<file path="src/rtl/fuzz_top_pkg.sv">
// Shared field map and constants for the fuzz_top mixing datapath.
// Every y field position is defined here so the packer and stats agree.
package fuzz_top_pkg;

    localparam int IN_W = 52;
    localparam int Y_W  = 127;

    localparam logic [7:0] MAX_RST = 8'h80;

    localparam int W0_LSB   = 0;
    localparam int W0_MSB   = 7;
    localparam int W1_LSB   = 8;
    localparam int W1_MSB   = 11;
    localparam int W2_LSB   = 12;
    localparam int W2_MSB   = 32;
    localparam int W3_LSB   = 33;
    localparam int W3_MSB   = 51;
    localparam int SUM_LSB  = 52;
    localparam int SUM_MSB  = 60;
    localparam int PROD_LSB = 61;
    localparam int PROD_MSB = 72;
    localparam int MIX_LSB  = 73;
    localparam int MIX_MSB  = 93;
    localparam int PAR_LSB  = 94;
    localparam int PAR_MSB  = 94;
    localparam int ACC_LSB  = 95;
    localparam int ACC_MSB  = 110;
    localparam int CNT_LSB  = 111;
    localparam int CNT_MSB  = 118;
    localparam int MAX_LSB  = 119;
    localparam int MAX_MSB  = 126;

endpackage

</file>
<file path="src/rtl/fuzz_top_stats.sv">
// Running statistics: wrapping accumulator, sample counter and
// signed running maximum, all cleared by synchronous reset.
module fuzz_top_stats
    import fuzz_top_pkg::*;
#(
    parameter int ACC_W = 16,
    parameter int CNT_W = 8
) (
    input  logic             clk,
    input  logic             rst,
    input  logic [ACC_W-1:0] wire3_lo,
    input  logic [7:0]       wire0,
    output logic [ACC_W-1:0] acc,
    output logic [CNT_W-1:0] cnt,
    output logic [7:0]       max
);

    logic [ACC_W-1:0] acc_d, acc_q;
    logic [CNT_W-1:0] cnt_d, cnt_q;
    logic [7:0]       max_d, max_q;

    always_comb begin
        acc_d = acc_q + wire3_lo;
        cnt_d = cnt_q + CNT_W'(1);
        max_d = max_q;
        // strict compare: a tie keeps the held value
        if ($signed(wire0) > $signed(max_q)) begin
            max_d = wire0;
        end
    end

    always_ff @(posedge clk) begin
        if (rst) begin
            acc_q <= '0;
            cnt_q <= '0;
            max_q <= MAX_RST;
        end else begin
            acc_q <= acc_d;
            cnt_q <= cnt_d;
            max_q <= max_d;
        end
    end

    assign acc = acc_q;
    assign cnt = cnt_q;
    assign max = max_q;

endmodule

</file>
<file path="src/rtl/fuzz_top_datapath.sv">
// Registered mixing datapath: input copies, signed sum/product,
// xor mix, parity and running stats packed into one result word.
module fuzz_top_datapath
    import fuzz_top_pkg::*;
#(
    parameter int ACC_W = 16,
    parameter int CNT_W = 8
) (
    input  logic           clk,
    input  logic           rst,
    input  logic [18:0]    wire3,
    input  logic [20:0]    wire2,
    input  logic [3:0]     wire1,
    input  logic [7:0]     wire0,
    output logic [Y_W-1:0] y
);

    logic [7:0]  w0_d, w0_q;
    logic [3:0]  w1_d, w1_q;
    logic [20:0] w2_d, w2_q;
    logic [18:0] w3_d, w3_q;
    logic [8:0]  sum_d, sum_q;
    logic [11:0] prod_d, prod_q;
    logic [20:0] mix_d, mix_q;
    logic        par_d, par_q;

    logic signed [11:0] s0_x, s1_x;
    logic [IN_W-1:0]    in_all;

    logic [ACC_W-1:0] acc;
    logic [CNT_W-1:0] cnt;
    logic [7:0]       max;

    always_comb begin
        w0_d   = wire0;
        w1_d   = wire1;
        w2_d   = wire2;
        w3_d   = wire3;
        sum_d  = {wire0[7], wire0} + {{5{wire1[3]}}, wire1};
        // 8x4 signed product never exceeds 12 bits
        s0_x   = $signed({{4{wire0[7]}}, wire0});
        s1_x   = $signed({{8{wire1[3]}}, wire1});
        prod_d = s0_x * s1_x;
        mix_d  = wire2 ^ {wire3, 2'b00};
        in_all = {wire3, wire2, wire1, wire0};
        par_d  = ^in_all;
    end

    always_ff @(posedge clk) begin
        if (rst) begin
            w0_q   <= '0;
            w1_q   <= '0;
            w2_q   <= '0;
            w3_q   <= '0;
            sum_q  <= '0;
            prod_q <= '0;
            mix_q  <= '0;
            par_q  <= 1'b0;
        end else begin
            w0_q   <= w0_d;
            w1_q   <= w1_d;
            w2_q   <= w2_d;
            w3_q   <= w3_d;
            sum_q  <= sum_d;
            prod_q <= prod_d;
            mix_q  <= mix_d;
            par_q  <= par_d;
        end
    end

    fuzz_top_stats #(
        .ACC_W(ACC_W),
        .CNT_W(CNT_W)
    ) u_stats (
        .clk     (clk),
        .rst     (rst),
        .wire3_lo(wire3[ACC_W-1:0]),
        .wire0   (wire0),
        .acc     (acc),
        .cnt     (cnt),
        .max     (max)
    );

    assign y[W0_MSB:W0_LSB]     = w0_q;
    assign y[W1_MSB:W1_LSB]     = w1_q;
    assign y[W2_MSB:W2_LSB]     = w2_q;
    assign y[W3_MSB:W3_LSB]     = w3_q;
    assign y[SUM_MSB:SUM_LSB]   = sum_q;
    assign y[PROD_MSB:PROD_LSB] = prod_q;
    assign y[MIX_MSB:MIX_LSB]   = mix_q;
    assign y[PAR_MSB:PAR_LSB]   = par_q;
    assign y[ACC_MSB:ACC_LSB]   = acc;
    assign y[CNT_MSB:CNT_LSB]   = cnt;
    assign y[MAX_MSB:MAX_LSB]   = max;

endmodule

</file>
<file path="config.mk">
export PLATFORM = sky130hd
export DESIGN_NAME = fuzz_top_datapath
export DESIGN_NICKNAME = d
export VERILOG_FILES = /design/src/rtl/fuzz_top_pkg.sv /design/src/rtl/fuzz_top_stats.sv /design/src/rtl/fuzz_top_datapath.sv
export SDC_FILE = /design/constraint.sdc
export NUM_CORES = 1
export LEC_CHECK = 0
export ABC_AREA = 1
export CORE_ASPECT_RATIO = 0.6
export CORE_MARGIN = 8
export CORE_UTILIZATION = 50
export CTS_BUF_LIST = sky130_fd_sc_hd__clkbuf_8
export DETAILED_ROUTE_END_ITERATION = 10
export PLACE_DENSITY = 0.82
export SLEW_MARGIN = 20
export SYNTH_ARGS = -nofsm -noshare
export SYNTH_HDL_FRONTEND = slang
export SYNTH_SLANG_ARGS = --single-unit
</file>
<file path="constraint.sdc">
create_clock -name clk -period 4.9 [get_ports clk]
set_input_delay 1.47 -clock clk [delete_from_list [all_inputs] [get_ports clk]]
set_output_delay 1.47 -clock clk [all_outputs]
set_load 0.01 [all_outputs]
</file>
==> results_dict.tcl <==
set metrics [dict create \
    status "completed" \
    first_iter_violations 526 \
    crit_slowest_cell "fa_1" \
    fp-row-count 33 \
    synth-edff-count 0 \
    power_per_cell_area_nw_per_um2 362 \
    die_area_um2 18100 \
    worst_pin_slew_ns 0.841 \
    fmax_mhz 209 \
    critPathCaptureType "register" \
    power_mw 3.44 \
    synth_top_area_share_pct 36.0 \
    postSynthNetCount 1106 \
    mappedNetlistArea_um2 6950 \
    antenna_found_initial 0 \
    r2r_slack_ns 2.73 \
    crit_required_ns 5.17 \
    synth_common_cells "nand2_1 (273), inv_1 (146), nor2_1 (132)" \
    drc_errors 0 \
    drive_above_1_share_pct 6.52 \
    wire_per_inst_um 15.2 \
    slowest_delay_ns 0.54 \
    netlist_instances 976 \
    setup_viol 0 \
    maxCapViolations 0 \
    crit_type "input pin to register" \
    firstDrtPassIters 5 \
    p_seq_share_pct 35.3 \
    place_area_um2 9050 \
    drtAntennaViolNets 0 \
    viasPerCell 4.94 \
    cts_tree "yes" \
    fin_skew_ns 0.0105 \
    num-nets-final 1314 \
    p_clk_share_pct 27.5 \
    io_pins 181 \
    worst_path_most_repeated_cell "fa_1" \
    grt_use_total_pct 22.7 \
    p_leak_nw 4.88 \
    final_cell_area_um2 9500 \
    grt_pass1_wl_um 32800 \
    yosysUniqueCellTypes 37 \
    combPwrFrac_pct 37.2 \
    yosys-top-cells-area "dfxtp_1 (36%), nand2_1 (15%), ha_1 (10%)" \
    peakVddDrop_mv 0.214 \
    rsz0062_at_grt "no" \
    synth-seq-cells 125 \
    cts.sinks 125 \
    swShare_pct 36.1 \
    via_count 6776 \
    min_period_over_period_pct 97.4 \
    min_period_ns 4.77 \
    worst-path-max-fanout 4 \
    cp-start-kind "input pin" \
    fp.dieH_um 107 \
    fillers 1120 \
    ys_async_sr_fraction_pct 0 \
    critical_path_arrival_ns 5.05 \
    gp_congestion 0.884 \
    synth_ff_type "dfxtp_1" \
    root_buffer "clkbuf_8" \
    htree_levels 4 \
    max-slew-margin-rel_pct 43.9 \
    worstSkewPairLatency_ns 0.42 \
    post-synth-top-count-cell "nand2_1" \
    die_w_um 168 \
    path_clk_slew_ns 0.08 \
    holdBufCountCts 0 \
    hold_viol_final 0 \
    core_um2 13600 \
    p_int_mw 2.20 \
    grt_max_degree 72 \
    yosysWarnings 0 \
    grt_pass1_vias 6462 \
    syn_avg_cell_area_um2 7.12 \
    initial_core_util_pct 51.0 \
    crit_chain "clkdlybuf4s50_1, nand2_1, fa_1, fa_1, inv_1, fa_1, ha_2, fa_1, nand2_1, inv_1, o21ai_1, nand2_1, buf_4, a21oi_2, or2_1, a21oi_2" \
    ys_seq_area_share_pct 36.0 \
    io_buffers 180 \
    hold_class "register to register" \
    diodes 0 \
    routed_wl_um 20800 \
    grt_overflow_total 0 \
    hpwl_um 16400 \
    p_switching_mw 1.24 \
    syn2layout_area_growth_pct 36.7 \
    synth_top_area_cell "dfxtp_1" \
    drv_slew 0 \
    numCtsBuffers 17 \
    cts_buffer_depth 2 \
]
placed cells by master (no fill, tap or decap), drive strengths merged, types with 3 or more instances in the layout:
cell type,netlist,layout
a21oi,71,71
xor2,8,8
clkdlybuf4s50,0,176
o21ai,61,61
dlymetal6s2s,0,3
xnor2,10,10
nor2,133,133
inv,149,158
ha,57,57
clkbuf,10,17
fa,19,19
nor3,5,5
dfxtp,125,125
o21bai,3,3
nand2,276,276
nand3,17,17
a21o,4,4
buf,13,33
layer usage:
metal / GRT usage, % / vias up / wire length, µm
met3: 8.90 / 20 / 2200
met5: 0 / - / 0
met2: 32.9 / 281 / 8440
met1: 31.0 / 3035 / 9890
li1: - / 3440 / -
met4: 5.90 / 0 / 289
worst max-delay path, delay by kind of cell:
family	cells	cell delay, ns
simple gates	4	0.41
buf+inv	4	0.77
fa+ha+maj	5	2.10
compound gates	3	0.29
power groups by stage:
| stage | combinational, mW | sequential [mW] | clock (mW) |
|---|---|---|---|
| final | 1.28 | 1.21 | 0.945 |
| after global routing | 1.43 | 1.23 | 1.02 |
| after CTS | 1.26 | 1.22 | 0.966 |
| after detailed placement | 1.25 | 1.24 | 0 |
| after global placement | 1.22 | 1.24 | 0 |
| after floorplan | 0.649 | 1.29 | 0 |
registers in the layout, summed over array words and instances, names as in the netlist:
signal       cells
w2_q            21
mix_q           19
w3_q            19
u_stats.acc     16
prod_q          12
sum_q            9
u_stats.cnt      8
u_stats.max      8
w0_q             8
w1_q             4
par_q            1
stage by stage:
stage	hold slack (ns)	cells	TNS [ns]	worst slack, ns	utilization [%]
floorplan	0.469	976	0	0.325	-
global placement	0.445	1337	-0.940	-0.335	66.4
detailed placement	0.458	1337	-1.41	-0.420	66.4
CTS	0.479	1369	0	0.0108	69.4
global route	0.494	1372	0	0.0327	69.8
finish	0.478	1372	0	0.126	69.8
area by class of cell:
cell class	count	area [µm²]	area share, %
Multi-Input combinational cell	679	3760	39.6
Sequential cell	125	2500	26.3
Timing Repair Buffer	212	2050	21.6
Inverter	149	559	5.88
Clock buffer	17	234	2.46
Tap cell	175	219	2.30
Clock inverter	15	174	1.83
repair_timing:
item | CTS | global route
buffers inserted | 0 | 3
gates resized for setup | 0 | 9
endpoints found under the setup margin | 0 | 4
cell families (layout without fill, tap and decap cells):
kind of cell / count (synthesis) / count (layout) / synth area share [%]
compound gates: 147 / 147 / 11.2
simple gates: 438 / 438 / 24.7
xor+xnor: 18 / 18 / 2.38
fa+ha+maj: 76 / 76 / 15.7
flops: 125 / 125 / 36.0
buf+inv: 172 / 393 / 9.99
final timing paths:
| kind | start | end | depth (start not counted) |
|---|---|---|---|
| setup / recovery | wire1[2] | prod_q[11]$_SDFF_PP0_ | 16 |
| hold / removal | u_stats.cnt[0]$_SDFF_PP0_ | u_stats.cnt[0]$_SDFF_PP0_ | 1 |
| setup reg to reg | u_stats.acc[0]$_SDFF_PP0_ | u_stats.acc[14]$_SDFF_PP0_ | 13 |
| hold reg to reg | u_stats.cnt[0]$_SDFF_PP0_ | u_stats.cnt[0]$_SDFF_PP0_ | 1 |
No activity file was read; power rests on OpenSTA's default activity.
